==> src/rtl/ip_sram_responder.sv <==
// Responder end of the cartridge RAM interface: runs one level-signalled request
// as a single strobed byte access on an external 8-bit asynchronous SRAM/flash bus.
module ip_sram_responder #(
    parameter int unsigned wait_cycles = 3
) (
    input  logic        clk,
    input  logic        n_reset,
    input  logic        rd,
    input  logic        wr,
    output logic        busy,
    input  logic [21:0] address,
    input  logic [7:0]  wdata,
    output logic [7:0]  rdata,
    output logic        rdata_en,
    output logic [21:0] sram_a,
    output logic [7:0]  sram_d_out,
    output logic        sram_d_oe,
    input  logic [7:0]  sram_d_in,
    output logic        sram_ce_n,
    output logic        sram_oe_n,
    output logic        sram_we_n
);

    localparam logic [1:0] IDLE    = 2'd0;
    localparam logic [1:0] ACCESS  = 2'd1;
    localparam logic [1:0] HOLD    = 2'd2;
    localparam logic [1:0] RELEASE = 2'd3;

    localparam logic [3:0] CNT_LOAD = 4'(wait_cycles - 1);

    logic [1:0] state, state_nx;
    logic [3:0] cnt, cnt_nx;
    logic       dir_rd, dir_rd_nx;
    logic       accept;
    logic       sample;

    always_comb begin
        state_nx  = state;
        cnt_nx    = cnt;
        dir_rd_nx = dir_rd;
        accept    = 1'b0;
        sample    = 1'b0;
        case (state)
            IDLE: begin
                if (rd || wr) begin
                    accept    = 1'b1;
                    state_nx  = ACCESS;
                    dir_rd_nx = rd;
                    cnt_nx    = CNT_LOAD;
                end
            end
            ACCESS: begin
                if (cnt == '0) begin
                    state_nx = HOLD;
                    sample   = dir_rd;
                end else begin
                    cnt_nx = cnt - 4'd1;
                end
            end
            HOLD: state_nx = RELEASE;
            RELEASE: begin
                if (!rd && !wr)
                    state_nx = IDLE;
            end
            default: state_nx = IDLE;
        endcase
    end

    // Pin outputs are registered from the next state so they change exactly on
    // the state transition edge with no combinational path from the request.
    always_ff @(posedge clk or negedge n_reset) begin
        if (!n_reset) begin
            state      <= IDLE;
            cnt        <= '0;
            dir_rd     <= 1'b0;
            busy       <= 1'b0;
            rdata      <= '0;
            rdata_en   <= 1'b0;
            sram_a     <= '0;
            sram_d_out <= '0;
            sram_d_oe  <= 1'b0;
            sram_ce_n  <= 1'b1;
            sram_oe_n  <= 1'b1;
            sram_we_n  <= 1'b1;
        end else begin
            state     <= state_nx;
            cnt       <= cnt_nx;
            dir_rd    <= dir_rd_nx;
            busy      <= (state_nx != IDLE);
            sram_ce_n <= (state_nx != ACCESS);
            sram_oe_n <= !((state_nx == ACCESS) && dir_rd_nx);
            sram_we_n <= !((state_nx == ACCESS) && !dir_rd_nx);
            sram_d_oe <= ((state_nx == ACCESS) || (state_nx == HOLD)) && !dir_rd_nx;
            rdata_en  <= (state_nx == HOLD) && dir_rd_nx;
            if (accept) begin
                sram_a <= address;
                if (!rd)
                    sram_d_out <= wdata;
            end
            if (sample)
                rdata <= sram_d_in;
        end
    end

endmodule

==> config.mk <==
export PLATFORM = sky130hd
export DESIGN_NAME = ip_sram_responder
export DESIGN_NICKNAME = d
export VERILOG_FILES = /design/src/rtl/ip_sram_responder.sv
export SDC_FILE = /design/constraint.sdc
export NUM_CORES = 1
export LEC_CHECK = 0
export ABC_CLOCK_PERIOD_IN_PS = 3100
export CAP_MARGIN = 5
export CORE_ASPECT_RATIO = 0.6
export CORE_UTILIZATION = 45
export CTS_BUF_LIST = sky130_fd_sc_hd__clkbuf_4 sky130_fd_sc_hd__clkbuf_8
export CTS_CLUSTER_DIAMETER = 150
export DETAILED_ROUTE_END_ITERATION = 7
export GPL_ROUTABILITY_DRIVEN = 0
export PLACE_DENSITY = 0.92
export SETUP_SLACK_MARGIN = 0.3
export SYNTH_ARGS = -nofsm -noshare
export SYNTH_HDL_FRONTEND = slang
export SYNTH_SLANG_ARGS = --single-unit
==> constraint.sdc <==
create_clock -name clk -period 3.1 [get_ports clk]
set_input_delay 0.62 -clock clk [delete_from_list [all_inputs] [get_ports clk]]
set_output_delay 0.62 -clock clk [all_outputs]
set_load 0.01 [all_outputs]
# Word level (Yosys, flattened, before mapping)
# Cells that the tools add are included.
[classes]
add_sub_neg = 1
eq_ne = 8
muxes = 13
n_bitwise = 1
n_reduce_logical = 18
[op_table]
columns = ["cell", "count"]
rows = [
  ["two-way mux 4 bit", 2],
  ["case mux 2 bit (4 select lines)", 1],
  ["case mux 4 bit (2 select lines)", 1],
  ["== test 2 bit, second input constant", 3],
  ["two-way mux 1 bit", 6],
  ["two-way mux 2 bit", 3],
  ["logical AND 1 bit", 5],
  ["logical NOT 1 bit", 5],
  ["== test 2 x 1 -> 1 bit, second input constant", 2],
  ["logical NOT 4 bit", 1],
  ["inequality test 2 bit, second input constant", 2],
  ["nonzero test 2 bit", 2],
  ["subtractor 4 x 1 -> 4 bit, second input constant", 1],
  ["AND reduction 3 bit", 1],
  ["logical NOT 2 bit", 1],
  ["logical OR 1 bit", 2],
  ["inequality test 2 x 1 -> 1 bit, second input constant", 1],
  ["AND reduction 2 bit", 1],
  ["inverter 1 bit", 1],
]
[totals]
reg_bits = 51
input_bits = 42
output_inout_bits = 44
word_cells = 53

# Logic depth before layout (Yosys ltp)
# Gate-level depths: netlist of run 1.
[logic_depth]
depth_word = 7
mapped_depth = 7
depth_no_buf = 7

# Least setup slack after synthesis of run 1
# Ideal clock, no wire load.
[synth_timing]
path_type = "register -> register"
startpoint = "register cnt[0]"
endpoint = "register sram_d_oe"
setup_ns = 0.119
arrival_time_ns = 1.666
t_required_ns = 2.981
setup_slack_ns = 1.315
path_stages_with_launch = 8
path_buffers = 0
synth_period_minus_slack_ns = 1.785
path_cell_list = "dfrtp_1 > inv_1 > ha_1 > nor3b_1 > a211o_1 > and2_1 > ha_1 > and2_1"
[synth_between]
elab_chain_cells = 6
word_cells_on_any_way = 7
classes_between = "eq/ne (2); mux (2); reduce/logical (3)"
[synth_lines]
columns = ["element", "line", "source"]
rows = [
  ["start, declared", "32", "logic [3:0] cnt, cnt_nx;"],
  ["start signal, assigned", "87", "cnt <= cnt_nx;"],
  ["logical NOT 4 bit *", "53", "if (cnt == '0) begin"],
  ["two-way mux 2 bit *", "53", ""],
  ["case mux 2 bit (4 select lines) *", "43", "case (state)"],
  ["== test 2 x 1 -> 1 bit / == test 2 bit (equally long branches)", "93", "sram_d_oe <= ((state_nx == ACCESS) || (state_nx == HOLD)) && !dir_rd_nx;"],
  ["logical OR 1 bit *", "93", ""],
  ["logical AND 1 bit *", "93", ""],
  ["end signal, assigned", "93", ""],
  ["end, declared", "17", "output logic sram_d_oe,"],
]
# Every way passes the cells marked *; elsewhere a longest branch is shown, timed or not.
# A chain may end at the register's enable or synchronous reset.

# Final worst setup path of run 1
[layout_timing]
startpoint = "input port rd"
endpoint = "register sram_d_oe"
[layout_between]
elab_chain_cells = 7
word_cells_on_any_way = 13
classes_between = "eq/ne (2); mux (5); reduce/logical (6)"
[layout_lines]
columns = ["element", "line", "source"]
rows = [
  ["start, declared", "8", "input logic rd,"],
  ["logical NOT 1 bit", "--", ""],
  ["logical AND 1 bit", "62", "if (!rd && !wr)"],
  ["two-way mux 2 bit", "62", ""],
  ["case mux 2 bit (4 select lines)", "43", ""],
  ["== test 2 x 1 -> 1 bit / == test 2 bit (equally long branches)", "93", ""],
  ["logical OR 1 bit", "93", ""],
  ["logical AND 1 bit *", "93", ""],
]
# Marked as above.

==> results of run 1 <==
## per-layer routing
metal	vias to the layer above	GRT usage [%]	part of all wire, %
met4	0	6.35	0.87
met3	5	7.84	8.3
met5	-	0	0
li1	655	-	-
met1	703	24.7	44
met2	49	30.3	46
## worst reg2reg max path: stages (launching register included)
cell and delay, ns:
dfrtp_1 0.41, inv_1 0.12, ha_1 0.21, nor3b_1 0.36, a211o_1 0.24, and2_1 0.17
ha_1 0.24, and2_1 0.14
## worst min-delay path by stage
stage	startpoint	endpoint	cells after the start
after floorplan	n_reset	busy	0
after global placement	sram_a[5]	sram_a[5]	1
after detailed placement	sram_a[6]	sram_a[6]	1
after CTS	n_reset	cnt[2]	1
after global routing	n_reset	rdata[1]	1
final	n_reset	rdata[1]	1
## synth_stat cells (all sizes together)
cell	count	share of area, %
nand4	1	0.30
nor4	1	1.0
a22oi	2	0.97
or3b	1	0.55
buf	3	1.3
a31oi	1	0.30
dfstp	3	3.8
nand2b	2	0.97
o41ai	1	0.42
nor2	6	1.5
ha	5	3.0
nor2b	1	0.30
a21oi	1	0.24
dfrtp	48	58
nor3	1	0.24
nor3b	1	0.36
a211o	1	0.42
and2	3	0.91
mux2	39	21
o21a	2	0.73
o21ai	3	0.73
inv	7	1.3
o31ai	1	0.36
nand2	4	0.73
## final cells by class
type	count	area, um2
tap	60	75.1
inverter	7	26.3
clock buffer	7	90.1
multi-input combinational	77	729
clock inverter	1	5.00
fill	310	1190
sequential	51	1280
timing repair buffer	87	861
## logic make-up (layout without fill, tap and decap cells)
logic type               count (synthesis)  in the layout  share of synthesized area (%)
buffers and inverters                   10            102                           2.55
adder cells (fa/ha/maj)                  5              5                           3.03
flip-flops                              51             51                           62.1
multiplexers                            39             39                           21.3
AND/OR/NAND/NOR                         21             21                           6.86
AO/OA/AOI/OAI                           12             12                           4.19
## power by group through the flow
stage | clock (uW) | combinational, uW | sequential [uW]
6_report | 393 | 1430 | 1190
3_3_place_gp | 0 | 1400 | 1190
3_5_place_dp | 0 | 1440 | 1210
4_1_cts | 407 | 1450 | 1200
2_1_floorplan | 0 | 577 | 1310
5_1_grt | 437 | 1550 | 1240
## registers in the layout, summed over array words and instances (netlist names)
name / cells
sram_a: 22
rdata: 8
sram_d_out: 8
cnt: 4
state: 2
busy: 1
dir_rd: 1
rdata_en: 1
sram_ce_n: 1
sram_d_oe: 1
sram_oe_n: 1
sram_we_n: 1
## per-stage QoR
step | power, uW | instance area, um2 | hold slack, ns | util, % | setup WS [ns]
after global placement | 2590 | 2970 | 0.467 | 69.8 | 0.745
after floorplan | 1890 | 2060 | 0.324 | - | 1.31
after global routing | 3220 | 3070 | 0.281 | 72.0 | 0.909
after CTS | 3050 | 3070 | 0.276 | 72.0 | 1.01
after detailed placement | 2650 | 2970 | 0.485 | 69.8 | 0.684
final | 3020 | 3070 | 0.262 | 72.0 | 0.996
==> reports/metrics.csv, run 1 <==
metric,value,unit
clock network fraction of design power,13.0,%
data arrival time at the worst-slack endpoint,2.30,ns
#FFs+latches synth,51,
via total after detailed routing,1412,
all-layer global routing usage,19.3,%
minimum setup slack among reg-to-reg paths,1.12,ns
Critical R2R Capture,sram_d_oe,
chip width,89.4,um
class of the tightest hold or removal check,input port to async pin,
first-pass GRT wire length,6.69,mm
slowest library cell on the worst path,clkdlybuf4s50_1,
timing startpoint of the critical path,rd,
# clock sinks,51,
pwr dens,984,nW/um2
via density per instance,4.87,
period utilisation layout,67.9,%
Final Non-Filler Cells,290,
"commonest non-fill, non-tap cell in the layout",clkdlybuf4s50_1,
RSZ-0062 raised after global routing,false,
number of buffers inserted for hold repair after clock tree synthesis,0,
mean cell area of the mapped netlist,14.9,um2
total clock buffers created by CTS,5,
antenna diode instance count,0,
drt first-iter violations,20,
number of instances in the synthesized netlist,138,
"Seq/Total Area, Yosys",62.1,%
max-cap viol count,0,
HPWL Detailed,3.25,mm
timing-limited maximum frequency,0.475,GHz
synth unique cells,29,
Max stage delay on crit path,0.62,ns
worst r2r path cells,7,
area growth from synthesis to layout,48.7,%
starting utilization of the core area,48.4,%
buffer cell driving the clock tree root,clkbuf_8,
Longest Clk Path Bufs,2,
status,finished clean,
critical-path cell list,clkdlybuf4s50_1 -> nor3_1 -> a211o_1 -> and2_1 -> ha_1 -> and2_1,
cell mode on critical path,and2_1,
Setup Viol. Count Final,0,
count of nets after finishing,276,
crit-path max FO,5,
initial antenna violation count,0,
largest net degree at the start of global routing,31,
internal power,2060,uW
Post-route DRC,0,
post-layout min period,2.10,ns
Worst-path clk slew,0.09,ns
Worst slew margin,63.7,%
aggregate global routing overflow,0,
count of synthesis-stage warnings from yosys,0,
critical path depth,6,
buffers added on ports,85,
detailed-router iteration count before antenna repair,4,
family with the most delay on the worst path,buffers and inverters,
overall routed net length,4.24,mm
Core Box Area,4260,um2
synthesized area,2060,um2
Tightest Pin Transition,0.541,ns
worst IR drop on VDD,0.565,mV
Max H-tree Level,2,
"commonest cells after routing, fill and taps aside","clkdlybuf4s50_1 (84), dfrtp_1 (48), mux2_2 (36)",
Final ANT Viol Nets,0,
Resize count post-CTS,0,
endpoints failing hold,0,
clk_lat worst skew,0.30,ns
Critical R2R Launch,cnt[0],
setup tns final,0,ns
net switching power,957,uW
Lkg Pwr,0.00130,uW
path type of the worst setup path,input port to flip-flop,
crit path buf inv count,1,
Die Footprint,4870,um2
endpoint class of the critical path,flip-flop,
proportion of layout cells with a drive suffix above 1,23.9,%
Final Skew,0.00894,ns
total I/O pin count,86,
post-synthesis net count,185,
kind of start point of the critical path,input port,
Pins Over Slew Limit,0,
average routed wire per standard cell,14.6,um
die boundary height,54.4,um
data required time of the critical path,3.29,ns
clock tree from TritonCTS,built,
vias in the first global route,1471,
capture point of the critical path,sram_d_oe,
part of the power in registers,39.5,%
number of placed cells counting well taps,282,
number of rows created at floorplan,18,
Gate power share,47.4,%
fraction of power spent switching nets,31.7,%
post-CTS repair timing setup buffer count,0,
Power figures use the tool's default switching activity.
==> run 2, diff against run 1 <==
- ABC_CLOCK_PERIOD_IN_PS: 3100 -> 2000
- CORE_UTILIZATION: 45 -> 44
- PLACE_DENSITY: 0.92 -> 0.9
- clock period: 3.1 -> 2 ns (I/O delays scaled with it)
==> run 2 against run 1 <==
Effect of this change:
- clock power increased by 50%
- setup slack got worse by 0.66 ns
- power increased by 63%
- register-to-register slack got worse by 0.78 ns
- critical path depth increased by 1
- clock skew decreased by 0.0053 ns
- count of clock-buffer cells in the layout decreased by 1
- critical path type is now flip-flop to flip-flop
- largest power group unchanged
==> reports/metrics.csv, run 2 (same netlist as run 1, synthesis figures left out) <==
metric,value,unit
status,finished clean,
Max H-tree Level,2,
Worst slew margin,75.8,%
Worst Hold Margin,0.458,ns
first-pass GRT wire length,7.07,mm
Tightest Pin Transition,0.363,ns
number of filler instances in the final layout,284,
endpoint class of the critical path,flip-flop,
Core Box Area,4300,um2
Lkg Pwr,0.00137,uW
crit-path max FO,3,
# clock sinks,51,
chip width,90.4,um
RSZ-0062 raised after global routing,true,
total clock buffers created by CTS,5,
Final ANT Viol Nets,0,
total I/O pin count,86,
Final Skew,0.00362,ns
buffers added on ports,85,
area of all sequential standard cells,1280,um2
final design instance area without fill,3220,um2
Setup Viol. Count Final,0,
post-detailed-placement cell area,3060,um2
number of rows created at floorplan,18,
vias in the first global route,1436,
clk_lat worst skew,0.30,ns
Pins Over Slew Limit,0,
path type of the worst setup path,flip-flop to flip-flop,
Die Footprint,4970,um2
antenna diode instance count,0,
number of flip-flops in the largest register,22,
Longest Clk Path Bufs,2,
timing-limited maximum frequency,0.602,GHz
endpoints failing hold,0,
kind of start point of the critical path,flip-flop,
pwr dens,1530,nW/um2
proportion of layout cells with a drive suffix above 1,30.9,%
all-layer global routing usage,19.3,%
count of nets after finishing,289,
aggregate global routing overflow,0,
worst r2r path cells,7,
via total after detailed routing,1482,
buffer cell driving the clock tree root,clkbuf_8,
largest net degree at the start of global routing,46,
Post-route DRC,0,
Worst-path clk slew,0.09,ns
overall routed net length,4.57,mm
initial antenna violation count,0,
data arrival time at the worst-slack endpoint,1.86,ns
average routed wire per standard cell,15.1,um
"commonest cells after routing, fill and taps aside","clkdlybuf4s50_1 (80), dfrtp_1 (47), mux2_2 (36)",
max-cap viol count,0,
die boundary height,55.0,um
"Most flops, register",sram_a,
Critical R2R Capture,sram_d_oe,
area growth from synthesis to layout,56.3,%
class of the tightest hold or removal check,input port to async pin,
Critical R2R Launch,cnt[0],
via density per instance,4.89,
drt first-iter violations,71,
detailed-router iteration count before antenna repair,4,
period utilisation layout,83.1,%
starting utilization of the core area,47.9,%
minimum setup slack among reg-to-reg paths,0.34,ns
clock tree from TritonCTS,built,
"commonest non-fill, non-tap cell in the layout",clkdlybuf4s50_1,
data required time of the critical path,2.20,ns
area of the multi-input gates,771,um2
worst IR drop on VDD,0.730,mV
total chip power,4920,uW
HPWL Detailed,3.35,mm
largest registers,"sram_a (22), rdata (8), sram_d_out (8)",
post-layout min period,1.66,ns
## run 2: final cells by class
type	count	share of cell area, %
clock buffer	6	2.37
clock inverter	2	0.388
inverter	7	0.815
multi-input combinational	77	23.9
sequential	51	39.8
tap	60	2.33
timing repair buffer	100	30.4
## run 2: worst max path at each step
stage,slack (ns),to,startpoint,cells past startpoint
final,0.34,sram_d_oe,cnt[0],7
after global routing,0.26,sram_d_oe,cnt[0],7
after CTS,0.32,sram_d_oe,state[0],6
after detailed placement,-0.03,sram_d_out[7],wr,4
after global placement,-0.02,sram_d_out[6],wr,4
after floorplan,0.30,sram_d_oe,cnt[1],7
## run 2: power by group
part	switching (uW)	internal, uW	leakage (uW)
Clock	329	259	0.0000446
Sequential	314	1550	0.000606
Combinational	949	1510	0.000717
## run 2: routing by layer
metal  track usage (%)  wire [um]  part of all wire, %  vias up
li1                  -          -                    -      688
met1              25.0       2050                   45      709
met2              31.2       2020                   44       74
met3              6.97        426                  9.3       11
met4              5.65         69                  1.5        0
met5                 0          0                    0        -
## run 2: worst max-delay path: stages, from the launching register on
cell	delay, ns
dfrtp_1	0.40
inv_2	0.08
ha_4	0.15
nor3b_4	0.26
nand2_1	0.10
o21a_1	0.23
ha_4	0.22
and2_1	0.13
## run 2: stage by stage
stage	util [%]	setup TNS, ns	cells	worst slack, ns
floorplan	-	0	138	0.300
global route	74.9	0	303	0.263
global placement	71.2	-0.166	288	-0.0211
finish	74.9	0	303	0.338
detailed placement	71.2	-0.219	288	-0.0306
CTS	74.5	0	301	0.319
## run 2: timing repair
| item | in CTS | in global routing |
|---|---|---|
| setup buffers | 4 | 2 |
| pin swaps | 3 | 1 |
| resized for setup | 7 | 2 |
| hold buffers | 1 | 0 |
| hold endpoints to repair | 6 | 0 |
| setup endpoints to repair | 12 | 9 |
==> run 3, diff against run 2 <==
- ABC_CLOCK_PERIOD_IN_PS: 2000 -> 1600
- clock period: 2 -> 1.6 ns (I/O delays scaled with it)
==> run 3 against run 2 <==
Effect of this change:
- the run now ends with setup timing left
- cell area is 14% higher
- clock skew is 0.0013 ns higher
- register-to-register slack worse by 0.40 ns
- combinational power is 63% higher
- routed wire length is 22% higher
- sequential cell count stayed put
- cell count is 8.6% higher
- sequential share of layout area is 4.8 points lower
- first-iteration DRC count is 37% lower
- critical endpoint unchanged
==> reports/metrics.csv, run 3 (same netlist as run 1, synthesis figures left out) <==
metric,value,unit
Worst-path clk slew,0.09,ns
pwr dens,1940,nW/um2
Final ANT Viol Nets,0,
Max H-tree Level,2,
average routed wire per standard cell,16.9,um
"worst slack, placed",-0.380,ns
Longest Clk Path Bufs,2,
data required time of the critical path,1.81,ns
Gate power share,56.4,%
HPWL Detailed,3.57,mm
Final Non-Filler Cells,329,
max-cap viol count,0,
crit-path max FO,3,
aggregate global routing overflow,0,
setup tns final,-0.119,ns
timing startpoint of the critical path,cnt[1],
path type of the worst setup path,flip-flop to flip-flop,
RSZ-0062 raised after global routing,true,
family with the most delay on the worst path,simple AND/OR/NAND/NOR gates,
internal power,4700,uW
area growth from synthesis to layout,77.5,%
minimum setup slack among reg-to-reg paths,-0.07,ns
clk_lat worst skew,0.31,ns
post-layout min period,1.67,ns
violations in the final reports,setup timing,
endpoints failing hold,0,
net switching power,2380,uW
critical-path cell list,inv_2 -> ha_4 -> nor3b_4 -> nand2_2 -> o21a_1 -> ha_4 -> and2_4,
met3 demand-to-capacity share in global routing,5.87,%
Critical R2R Capture,sram_d_oe,
class of the tightest hold or removal check,flip-flop to flip-flop,
Post-route DRC,0,
largest net degree at the start of global routing,52,
Worst slew margin,77.7,%
number of placed cells counting well taps,299,
worst IR drop on VDD,1.23,mV
die boundary height,55.0,um
data arrival time at the worst-slack endpoint,1.87,ns
detailed-router iteration count before antenna repair,4,
part of the power in registers,33.0,%
Setup Viol. Count Final,3,
kind of start point of the critical path,flip-flop,
Max stage delay on crit path,0.40,ns
met1 Track Usage GR,28.8,%
met2 Use GR,41.2,%
"Core Util, Final",85.1,%
number of filler instances in the final layout,209,
clock tree from TritonCTS,built,
via density per instance,4.86,
Tightest Pin Transition,0.335,ns
"Most flops, register",sram_a,
timing-limited maximum frequency,0.600,GHz
vias in the first global route,1654,
first-pass GRT wire length,8.32,mm
slowest library cell on the worst path,dfrtp_1,
total I/O pin count,86,
largest registers,"sram_a (22), rdata (8), sram_d_out (8)",
capture point of the critical path,sram_d_oe,
drt first-iter violations,45,
status,finished with violations,
proportion of layout cells with a drive suffix above 1,46.5,%
count of nets after finishing,315,
initial antenna violation count,0,
starting utilization of the core area,47.9,%
Final Skew,0.00492,ns
Worst Hold Margin,0.516,ns
slack of the critical path,-0.0662,ns
crit path buf inv count,1,
buffer cell driving the clock tree root,clkbuf_8,
# clock sinks,51,
total clock buffers created by CTS,5,
Pins Over Slew Limit,0,
worst r2r path cells,7,
Die Footprint,4970,um2
overall routed net length,5.57,mm
all-layer global routing usage,22.7,%
antenna diode instance count,0,
number of flip-flops in the largest register,22,
Lkg Pwr,0.00167,uW
clock network fraction of design power,10.6,%
chip width,90.4,um
"commonest cells after routing, fill and taps aside","dfrtp_1 (48), clkdlybuf4s50_1 (39), mux2_4 (36)",
period utilisation layout,104,%
cell mode on critical path,ha_4,
Core Box Area,4300,um2
number of rows created at floorplan,18,
endpoint class of the critical path,flip-flop,
"commonest non-fill, non-tap cell in the layout",dfrtp_1,
peak-usage layer in the global routing report,met2,
via total after detailed routing,1600,
fraction of power spent switching nets,33.6,%
buffers added on ports,85,
critical path depth,7,
Critical R2R Launch,cnt[1],
run 3: changes by cell type in the layout (fill, tap and decap cells not counted), sizes merged:
cell / before / now
clkdlybuf4s50: 80 / 39
clkbuf: 6 / 12
clkdlybuf4s15: 0 / 33
clkinvlp: 1 / 2
buf: 15 / 44
dlygate4sd2: 4 / 2
run 3: worst min path at each step:
stage / to / cells after the start / start / slack, ns
detailed placement: rdata[2] / 2 / n_reset / 0.33
global placement: rdata[7] / 2 / n_reset / 0.33
floorplan: busy / 0 / n_reset / 0.02
global route: sram_a[7] / 1 / sram_a[7] / 0.53
finish: sram_a[7] / 1 / sram_a[7] / 0.52
CTS: rdata[6] / 1 / rdata[6] / 0.51
run 3: layout make-up:
| cell class | instances | area (um2) | area share, % |
|---|---|---|---|
| inverters | 7 | 26.3 | 0.718 |
| repair buffers | 126 | 1210 | 33.0 |
| well taps | 60 | 75.1 | 2.05 |
| flip-flops and latches | 51 | 1280 | 35.0 |
| multi-input cells | 77 | 981 | 26.8 |
| clock inverters | 3 | 20.0 | 0.547 |
| clock buffers | 5 | 68.8 | 1.88 |
run 3: metal layers:
| layer | part of all wire (%) | vias to the layer above |
|---|---|---|
| li1 | - | 737 |
| met1 | 46 | 809 |
| met5 | 0 | - |
| met4 | 0.65 | 0 |
| met3 | 3.8 | 4 |
| met2 | 50 | 50 |
run 3: power groups by stage:
| stage | combinational [uW] | clock (uW) | sequential [uW] |
|---|---|---|---|
| after floorplan | 1480 | 0 | 2570 |
| after global placement | 3400 | 0 | 2300 |
| after detailed placement | 3510 | 0 | 2340 |
| after CTS | 3740 | 752 | 2320 |
| after global routing | 4250 | 811 | 2410 |
| final | 4000 | 747 | 2340 |
run 3: per-stage QoR:
stage | instance area (um2) | power [uW]
floorplan | 2220 | 4050
global placement | 3280 | 5700
detailed placement | 3280 | 5850
CTS | 3580 | 6810
global route | 3660 | 7470
finish | 3660 | 7080
run 3: what timing repair did:
action | CTS | global route
gates resized for setup | 101 | 37
setup endpoints to repair | 93 | 74
hold buffers | 1 | 0
setup buffers | 14 | 6
hold endpoints to repair | 12 | 0
pin swaps | 2 | 4
cloned | 1 | 0
